<file path="config.mk">
export PLATFORM = sky130hd
export DESIGN_NAME = ecap5_dwbmmi
export DESIGN_NICKNAME = d
export VERILOG_FILES = /design/src/rtl/ecap5_dwbmmi.sv
export SDC_FILE = /design/constraint.sdc
export NUM_CORES = 1
export LEC_CHECK = 0
export ABC_AREA = 1
export CAP_MARGIN = 20
export CORE_MARGIN = 4
export CORE_UTILIZATION = 41
export CTS_CLUSTER_SIZE = 16
export DETAILED_ROUTE_END_ITERATION = 6
export GPL_TIMING_DRIVEN = 1
export PLACE_DENSITY = 0.85
export SYNTH_ARGS = -nofsm -noshare
export SYNTH_HDL_FRONTEND = slang
export SYNTH_SLANG_ARGS = --single-unit
</file>
<file path="constraint.sdc">
create_clock -name clk_i -period 2.5 [get_ports clk_i]
set_clock_uncertainty 0.2 [all_clocks]
set_input_delay 0.5 -clock clk_i [delete_from_list [all_inputs] [get_ports clk_i]]
set_output_delay 0.5 -clock clk_i [all_outputs]
set_load 0.005 [all_outputs]
</file>
<file path="src/rtl/ecap5_dwbmmi.sv">
// Single-transaction Wishbone B4 pipelined initiator with a request/done front end
// and a watchdog that aborts a cycle the responder never acknowledges.
module ecap5_dwbmmi #(
   parameter int TIMEOUT = 255
) (
   input  logic        clk_i,
   input  logic        rst_i,
   input  logic        req_i,
   input  logic        req_we_i,
   input  logic [31:0] req_addr_i,
   input  logic [31:0] req_data_i,
   input  logic [3:0]  req_sel_i,
   output logic        busy_o,
   output logic        done_o,
   output logic        err_o,
   output logic [31:0] rdata_o,
   output logic [31:0] wb_adr_o,
   output logic [31:0] wb_dat_o,
   input  logic [31:0] wb_dat_i,
   output logic        wb_we_o,
   output logic [3:0]  wb_sel_o,
   output logic        wb_stb_o,
   input  logic        wb_ack_i,
   output logic        wb_cyc_o,
   input  logic        wb_stall_i
);

   localparam int CW = (TIMEOUT > 0) ? $clog2(TIMEOUT + 1) : 1;
   localparam logic [CW-1:0] TMO     = CW'(TIMEOUT);
   localparam logic [CW-1:0] CNT_MAX = '1;

   typedef enum logic [1:0] {IDLE, REQ, WAIT} state_t;

   state_t        state;
   logic [CW-1:0] cnt;
   logic          ack_ok;
   logic          tmo_hit;

   // An ack only counts once the address phase has been (or is being) accepted.
   always_comb begin
      ack_ok  = 1'b0;
      tmo_hit = 1'b0;
      ack_ok  = wb_ack_i && ((state == REQ && !wb_stall_i) || state == WAIT);
      tmo_hit = (TIMEOUT != 0) && (state != IDLE) && (cnt == TMO) && !ack_ok;
   end

   always_ff @(posedge clk_i) begin
      if (rst_i) begin
         state    <= IDLE;
         cnt      <= '0;
         busy_o   <= 1'b0;
         done_o   <= 1'b0;
         err_o    <= 1'b0;
         rdata_o  <= '0;
         wb_adr_o <= '0;
         wb_dat_o <= '0;
         wb_we_o  <= 1'b0;
         wb_sel_o <= '0;
         wb_stb_o <= 1'b0;
         wb_cyc_o <= 1'b0;
      end else begin
         done_o <= 1'b0;
         err_o  <= 1'b0;
         case (state)
            IDLE: begin
               if (req_i) begin
                  wb_adr_o <= req_addr_i;
                  wb_dat_o <= req_data_i;
                  wb_we_o  <= req_we_i;
                  wb_sel_o <= req_sel_i;
                  wb_cyc_o <= 1'b1;
                  wb_stb_o <= 1'b1;
                  busy_o   <= 1'b1;
                  cnt      <= '0;
                  state    <= REQ;
               end
            end
            REQ, WAIT: begin
               if (ack_ok || tmo_hit) begin
                  wb_cyc_o <= 1'b0;
                  wb_stb_o <= 1'b0;
                  busy_o   <= 1'b0;
                  done_o   <= 1'b1;
                  err_o    <= tmo_hit;
                  state    <= IDLE;
                  if (tmo_hit)
                     rdata_o <= '0;
                  else if (!wb_we_o)
                     rdata_o <= wb_dat_i;
               end else begin
                  if (state == REQ && !wb_stall_i) begin
                     wb_stb_o <= 1'b0;
                     state    <= WAIT;
                  end
                  if (cnt != CNT_MAX)
                     cnt <= cnt + 1'b1;
               end
            end
            default: state <= IDLE;
         endcase
      end
   end

endmodule
</file>
==> run metrics, run 1 <==
Cell variety after synth 25; die area about 13000 um2; layout cells sized above 1 0.0708; # IOs around 210; most frequent cells in the layout clkdlybuf4s50_1 (211), nor2_1 (153), dfxtp_1 (115); hold_buf cts 0; Initial Utilization 0.427; Placed Instances a little under 900; Max IR drop VDD 0.506 mV; Via density 5.08; worst slack, placed 247 ps; unrepaired setup endpoints after global routing false; status finished, final reports clean; syn avg cell area 7.72 um2; area fraction of the dominant cell type after synthesis 0.515; worst hold path type register to register; Syn Nets 691; met3 WL post-DR around 1.5 mm; Slew Limit Fails 0; clk slew on worst S/H paths 60 ps; CTS H-tree lvls 4; Critical Path Max Stage Delay between 500 and 600 ps; via count 4713; slew margin rel. 0.704; Placer Congestion approximately 0.85; Area contributors post-synth dfxtp_1 (52%), nor2_1 (13%), o21ai_0 (8.0%); Max clock buf depth 2; met2 routed WL around 7.0 mm; internal power 4.86 mW; clock power share 0.327; final worst setup slack between 200 and 300 ps; post-DR wirelength/cell approximately 15 um; Die Span Y 112 um; clock sink total approximately 120; Met1 Routed Length 5.45 mm; # resized after CTS 0; Die X between 100 and 150 um; GR Util All Layers 0.221; Crit path required time around 1800 ps; sw frac 0.335; vias in the first global route between 4000 and 5000; Routed Wire Length 14.3 mm; Iter 0 DRT Violations 440; Comb pwr share 0.346; slowest CP cell clkdlybuf4s50_1; Yosys top cell by area dfxtp_1; fmax between 0.4 and 0.5 GHz; sw power 2.44 mW; total power about 7.3 mW; setup bufs post-CTS 0; crit path kind register to primary output; critical path capture point type primary output; non-filler instance count after layout approximately 900; LEAKAGE 2.77 nW; I/O Buffers 211; ant diodes 0; Setup-failing EPs final 0; Congestion Overflow GR 0; nets 890; number of synthesized register bits roughly 120; CP top delay family buffers and inverters; antenna violations before repair 0; global-route wire length before repair ~23 mm; TritonCTS clock tree yes; min Tclk post-route between 2000 and 2500 ps; ANT nets after route 0; worst-margin pin slew between 400 and 500 ps; Syn-to-layout area delta 63.1%; Top Metal Used met4; CP bufs+invs 1; synth warn 0; DRC 0; Final Hold Fails 0; crit path max fanout 4; most common cell after layout, fill and taps aside clkdlybuf4s50_1; Tcrit/Tclk final 0.897; Reg power frac 0.327; Clk Latency, worst-skew pair about 510 ps; CTS buffer count 17; drt first pass iters 5; Row Count 37; register area share after synthesis 0.515; Critical Path AT 1540 ps; startpoint types register; largest net degree at the start of global routing 73; mapped cell area approximately 4500 um2; Root Buffer clkbuf_8; setup TNS 0 ps; hpwl dp approximately 10 mm; Core ar. 10500 um2; Max-Cap Viols 0; Mapped Cells between 500 and 600; crit path cell chain clkdlybuf4s50_1; pwr dens between 1000 and 1500 nW/um2
[cell usage after synthesis]
cell type,count
nor2_1,153
dfxtp_1,115
o21ai_0,71
nand2_1,66
a21oi_1,42
nand4_1,35
clkbuf_1,28
inv_1,20
nand3_1,14
buf_2,7
ha_1,6
buf_6,3
nand2_4,3
inv_2,2
nand2_2,2
nand3_4,2
nor2_4,2
buf_1,1
buf_4,1
nand4_2,1
nor2_2,1
nor3_1,1
o21ai_1,1
o21bai_1,1
or2_2,1
[routing by layer]
metal  vias to the layer above  global-route usage
li1                       2309                   -
met1                      2158               0.237
met2                       222               0.370
met3                        24               0.108
met4                         0              0.0970
met5                         -                   0
[path summary, 6_finish.rpt]
| check | slack [ps] | end | depth (start not counted) | from |
|---|---|---|---|---|
| hold / removal | 260 | wb_stb_o$_SDFFE_PP0P_ | 2 | wb_stb_o$_SDFFE_PP0P_ |
| hold reg to reg | 260 | wb_stb_o$_SDFFE_PP0P_ | 2 | wb_stb_o$_SDFFE_PP0P_ |
| setup / recovery | 260 | wb_we_o | 1 | wb_we_o$_SDFFE_PP0P_ |
| setup reg to reg | 470 | rdata_o[7]$_SDFFE_PP0P_ | 8 | cnt[0]$_SDFFE_PP0P_ |
[power groups by stage]
stage	logic [mW]	clock network (mW)	registers [mW]
6_report	2.53	2.39	2.38
3_5_place_dp	2.51	0	2.42
3_3_place_gp	2.44	0	2.40
2_1_floorplan	1.28	0	2.43
4_1_cts	2.54	2.44	2.39
5_1_grt	2.79	2.52	2.43
[layout make-up]
type,instances,area [um2]
well taps,136,170
multi-input cells,402,1900
fillers,790,3170
clock buffers,19,442
clock inverters,13,149
repair buffers,220,2240
inverters,22,82.6
flip-flops and latches,115,2300
[kinds of logic (layout without fill, tap and decap cells)]
| group | Yosys count | count (layout) | share of synthesized area |
|---|---|---|---|
| AO/OA/AOI/OAI | 115 | 115 | 0.129 |
| flip-flops | 115 | 115 | 0.515 |
| adder cells (fa/ha/maj) | 6 | 6 | 0.0168 |
| AND/OR/NAND/NOR | 281 | 281 | 0.279 |
| buffers and inverters | 62 | 274 | 0.0599 |
[registers in the layout, summed over array words and instances, names as in the netlist]
signal and flops:
rdata_o 32, wb_adr_o 32, wb_dat_o 32, cnt 8, wb_sel_o 4, state 2
done_o 1, err_o 1, wb_cyc_o 1, wb_stb_o 1, wb_we_o 1
[stage by stage]
step / hold WS, ps / util / cell area [um2]
floorplan: 255 / - / 4470
global placement: 251 / 0.640 / 6700
detailed placement: 260 / 0.640 / 6700
CTS: 268 / 0.697 / 7290
global route: 292 / 0.697 / 7290
finish: 263 / 0.697 / 7290
Note: power is estimated with default switching activity, not from simulation.
==> run 2, diff against run 1 <==
Settings changed: CORE_MARGIN 4 to 2.
==> run 2 against run 1 <==
Setup slack got worse by 3.5 ps; hold slack improved by 3.5 ps; core utilization decreased by 1.8 points; first-iteration DRC count decreased by 52%; combinational power decreased by 2%; highest routed layer unchanged; critical path depth unchanged; power increased by 0.16%; routed wire length decreased by 10%.
==> run metrics, run 2 (synthesized netlist as in run 1, its figures left out) <==
status finished, final reports clean; hold path startpoint rdata_o[10]$_SDFFE_PP0P_; Placed Instances 899 (+0.45%); layout cells sized above 1 0.0695 (-0.00126); post-DR wirelength/cell 13.8 um (-10%); Slew Limit Fails 0 (unchanged); Max IR drop VDD 0.713 mV (+41%); Iter 0 DRT Violations 213 (-52%); vias in the first global route 4353 (-4.2%); unrepaired setup endpoints after global routing false; hold_buf cts 0 (unchanged); Setup-failing EPs final 0 (unchanged); worst hold path type register to register; global-route wire length before repair 20.0 mm (-12%); CP bufs+invs 1 (unchanged); Routed Wire Length 12.8 mm (-10%); drt first pass iters 4 (-1); Via density 4.97 (-2.2%); clock sink total 115 (unchanged); setup TNS 0 ps (unchanged); Max-Cap Viols 0 (unchanged); RR Startpoint state[0]$_SDFFE_PP0P_; die area 11700 um2 (-7.0%); Final Util 0.679 (-0.0176); Crit path required time 1800 ps (about the same); Tcrit/Tclk final 0.898 (+0.00141); CTS H-tree lvls 4 (unchanged); r2r endpoint wb_cyc_o$_SDFFE_PP0P_; slew margin rel. 0.685 (-0.0187); most common cell after layout, fill and taps aside clkdlybuf4s50_1; worst hold path depth 2 (unchanged); DRC 0 (unchanged); via count 4630 (-1.8%); CP top delay family buffers and inverters; # IOs 212 (unchanged); setup bufs post-CTS 0 (unchanged); Congestion Overflow GR 0 (unchanged); startpoint types register; TritonCTS clock tree yes; antenna violations before repair 0 (unchanged); largest net degree at the start of global routing 73 (unchanged); Final Hold Fails 0 (unchanged); Worst R2R Setup Slack 440 ps (-30 ps); CTS buffer count 17 (unchanged); Initial Utilization 0.416 (-0.0112); hpwl dp 8.98 mm (-11%); crit path cell chain clkdlybuf4s50_1; non-filler instance count after layout 931 (+0.43%); I/O Buffers 211 (unchanged); total power 7.31 mW (+0.16%); biggest regs rdata_o x32, wb_adr_o x32, wb_dat_o x32; crit path kind register to primary output; Reg2Reg Depth 7 (-1); Row Count 38 (+2.7%); Core ar. 10700 um2 (+2.7%); Critical Path AT 1550 ps (about the same); nets 890 (unchanged); ANT nets after route 0 (unchanged); clk slew on worst S/H paths 60 ps (about the same); register area 2300 um2 (unchanged); Syn-to-layout area delta 63.3%; cell area after placement 6690 um2 (-0.11%); Die Span Y 108 um (-3.6%); Max clock buf depth 2 (unchanged); worst-margin pin slew 472 ps (+28.7 ps); min Tclk post-route 2250 ps (+3.53 ps); fmax 0.445 GHz (-0.16%); Critical Path Max Stage Delay 580 ps (about the same); Die X 108 um (-3.6%); Placer Congestion 0.907 (+7.3%); pwr dens 1000 nW/um2 (about the same); most frequent cells in the layout clkdlybuf4s50_1 (211), nor2_1 (153), dfxtp_1 (115); Clk Latency, worst-skew pair 500 ps (about the same); Fill cells 823 (+4.2%); Multi-input gate area 1900 um2 (unchanged); critical path capture point type primary output; Hold EP rdata_o[10]$_SDFFE_PP0P_; slowest CP cell clkdlybuf4s50_1; ant diodes 0 (unchanged); Final Cell Area 7300 um2 (+0.10%); # resized after CTS 0 (unchanged); crit path max fanout 4 (unchanged); LEAKAGE 2.77 nW (-0.19%); GR Util All Layers 0.215 (-0.00638); Root Buffer clkbuf_8
==> run 2: report_power, final <==
group	internal, mW	total (mW)	switching [mW]
clock network	1.56	2.45	0.890
logic	1.16	2.48	1.32
registers	2.19	2.38	0.193
total	4.91	7.31	2.40
==> run 2: worst max-delay path by stage <==
stage / startpoint / cells after the start / slack (ps) / to
floorplan: state[0]$_SDFFE_PP0P_ / 8 / 690 / wb_cyc_o$_SDFFE_PP0P_
global placement: wb_stall_i / 9 / 330 / rdata_o[10]$_SDFFE_PP0P_
detailed placement: wb_stall_i / 9 / 250 / rdata_o[6]$_SDFFE_PP0P_
CTS: wb_we_o$_SDFFE_PP0P_ / 1 / 250 / wb_we_o
global route: wb_we_o$_SDFFE_PP0P_ / 1 / 230 / wb_we_o
finish: wb_we_o$_SDFFE_PP0P_ / 1 / 250 / wb_we_o
==> run 2: layout make-up <==
class                           count  area share
Clock inverter                     13      0.0238
Multi-Input combinational cell    402       0.261
Timing Repair Buffer              220       0.306
Inverter                           22      0.0113
Tap cell                          140      0.0240
Sequential cell                   115       0.316
Clock buffer                       19      0.0592
==> run 2: per-stage QoR <==
stage	setup WS (ps)	hold slack (ps)
2_1_floorplan	695	255
3_3_place_gp	328	253
3_5_place_dp	250	260
4_1_cts	254	269
5_1_grt	233	283
6_report	254	266
==> run 2: per-layer routing <==
metal / GRT usage / up-vias / routed length [um]
met5: 0 / - / 0
met4: 0.0925 / 0 / 237
met3: 0.0886 / 21 / 1370
met2: 0.352 / 201 / 5970
met1: 0.247 / 2100 / 5250
li1: - / 2308 / -
==> run 3, diff against run 2 <==
Settings changed: CORE_UTILIZATION 41 to 37, PLACE_DENSITY 0.85 to 0.82.
Clock period 2.5 ns to 2.05 ns, I/O delays scaled along.
==> run 3 against run 2 <==
Non-clock buffer count is 10 higher; final area grew 1.3%; critical path type unchanged; largest cell class is now non-clock buffers; highest routed layer unchanged; core utilization decreased by 5.8 points.
==> run metrics, run 3 (synthesized netlist as in run 1, its figures left out) <==
status finished, final reports clean; die area 13000 um2 (+10%); Final Cell Area 7390 um2 (+1.3%); crit path max fanout 4 (unchanged); Die X 114 um (+5.1%); biggest regs rdata_o x32, wb_adr_o x32, wb_dat_o x32; GR Util All Layers 0.197 (-0.0178); Critical Path Max Stage Delay 550 ps (-30 ps); Fill cells 1017 (+24%); hold path startpoint wb_stb_o$_SDFFE_PP0P_; pwr dens 1200 nW/um2 (+19%); layout cells sized above 1 0.0813 (+0.0117); DRC 0 (unchanged); Setup-failing EPs final 0 (unchanged); Core ar. 11900 um2 (+11%); r2r endpoint cnt[5]$_SDFFE_PP0P_; clk slew on worst S/H paths 50 ps (about the same); most common cell after layout, fill and taps aside clkdlybuf4s50_1; Die Span Y 114 um (+5.1%); Congestion Overflow GR 0 (unchanged); global-route wire length before repair 20.3 mm (+1.7%); min Tclk post-route between 1500 and 2000 ps; Syn-to-layout area delta 65.4%; critical path depth 1 (unchanged); Max IR drop VDD 0.688 mV (-3.5%); CTS buffer count 17 (unchanged); Iter 0 DRT Violations 259 (+22%); sw frac 0.322 (-0.00669); TritonCTS clock tree yes; largest net degree at the start of global routing 49 (-33%); clock sink total 115 (unchanged); cell area after placement 6810 um2 (+1.8%); nets 901 (+1.2%); CP top delay family buffers and inverters; Root Buffer clkbuf_16; ant diodes 0 (unchanged); most frequent cells in the layout clkdlybuf4s50_1 (211), nor2_1 (153), dfxtp_1 (114); vias in the first global route 4431 (+1.8%); I/O Buffers 211 (unchanged); hpwl dp 8.87 mm (-1.2%); setup bufs post-CTS 0 (unchanged); crit path kind register to primary output; RR Startpoint state[0]$_SDFFE_PP0P_; antenna violations before repair 0 (unchanged); internal power 5.99 mW (+22%); Comb pwr share 0.358 (+0.019); origin of the worst setup path wb_we_o$_SDFFE_PP0P_; Reg power frac 0.328 (+0.002); Final Hold Fails 0 (unchanged); Critical Path AT 1340 ps (-210 ps); Slew Limit Fails 0 (unchanged); setup TNS 0 ps (unchanged); clock power share 0.313 (-0.022); Max-Cap Viols 0 (unchanged); Multi-input gate area 1920 um2 (+0.92%); Row Count 40 (+5.3%); CP bufs+invs 1 (unchanged); Reg2Reg Depth 10 (+3); Placer Congestion 0.819 (-9.7%); ANT nets after route 0 (unchanged); unrepaired setup endpoints after global routing false; worst hold path type register to register; CTS H-tree lvls 4 (unchanged); via count 4600 (-0.65%); slowest CP cell clkdlybuf4s50_1; Worst Setup EP wb_we_o; critical path capture point type primary output; Via density 4.86 (-2.3%); Crit path required time 1440 ps (-360 ps); worst-margin pin slew 449 ps (-23.3 ps); Worst R2R Setup Slack 210 ps (-230 ps); Clk Latency, worst-skew pair 410 ps (-90 ps); total power 8.84 mW (+21%); LEAKAGE 2.82 nW (+1.8%); crit path cell chain clkdlybuf4s50_1; register area 2300 um2 (about the same); fmax roughly 0.5 GHz; sw power 2.85 mW (+18%); drt first pass iters 4 (unchanged); # IOs 212 (unchanged); Max clock buf depth 2 (unchanged); slew margin rel. 0.701 (+0.0155); Routed Wire Length 12.7 mm (-0.94%); worst hold margin 260 ps (-6.40 ps); startpoint types register; post-DR wirelength/cell 13.4 um (-2.6%); Initial Utilization 0.375 (-0.0407); Tcrit/Tclk final 0.953; non-filler instance count after layout 947 (+1.7%); Placed Instances 916 (+1.9%)
==> run 3: changes by cell type in the layout (fill, tap and decap cells not counted), sizes merged <==
cell / delta
buf: +10
inv: -3
bufinv: -1
clkbuf: +1
clkinv: +1
nand3: +1
==> run 3: power by group through the flow <==
stage          registers (mW)  clock network, mW  logic, mW
3_5_place_dp             2.94                  0       3.12
3_3_place_gp             2.92                  0       3.10
2_1_floorplan            2.96                  0       1.56
4_1_cts                  2.90               2.83       3.15
5_1_grt                  2.95               2.93       3.54
6_report                 2.90               2.77       3.17
==> run 3: worst min-delay path by stage <==
stage | depth (start not counted) | slack [ps] | endpoint
6_report | 2 | 260 | wb_stb_o$_SDFFE_PP0P_
2_1_floorplan | 2 | 260 | wb_stb_o$_SDFFE_PP0P_
4_1_cts | 2 | 260 | wb_stb_o$_SDFFE_PP0P_
3_3_place_gp | 2 | 250 | rdata_o[30]$_SDFFE_PP0P_
3_5_place_dp | 2 | 260 | rdata_o[24]$_SDFFE_PP0P_
5_1_grt | 2 | 280 | rdata_o[24]$_SDFFE_PP0P_
==> run 3: final cells by class <==
| class | instances | share of cell area |
|---|---|---|
| Sequential cell | 115 | 0.312 |
| Timing Repair Buffer | 230 | 0.317 |
| Clock buffer | 20 | 0.0604 |
| Multi-Input combinational cell | 403 | 0.260 |
| Clock inverter | 10 | 0.0151 |
| Tap cell | 147 | 0.0249 |
| Inverter | 22 | 0.0115 |
==> run 3: stage by stage <==
stage          utilization  worst slack (ps)
5_1_grt              0.620              29.8
6_report             0.620              97.2
3_3_place_gp         0.572             -66.1
2_1_floorplan            -               245
3_5_place_dp         0.572              -128
4_1_cts              0.619              65.8
==> run 3: layer usage <==
layer | wire [um] | track usage | vias to the layer above
met1 | 5140 | 0.223 | 2045
li1 | - | - | 2330
met5 | 0 | 0 | -
met3 | 1360 | 0.0930 | 28
met2 | 5850 | 0.313 | 197
met4 | 354 | 0.0984 | 0
==> run 3: what timing repair did <==
item,4_1_cts,5_1_grt
hold buffers,0,0
gates resized for setup,1,3
cloned,0,1
endpoints found under the setup margin,1,39
hold endpoints to repair,0,0
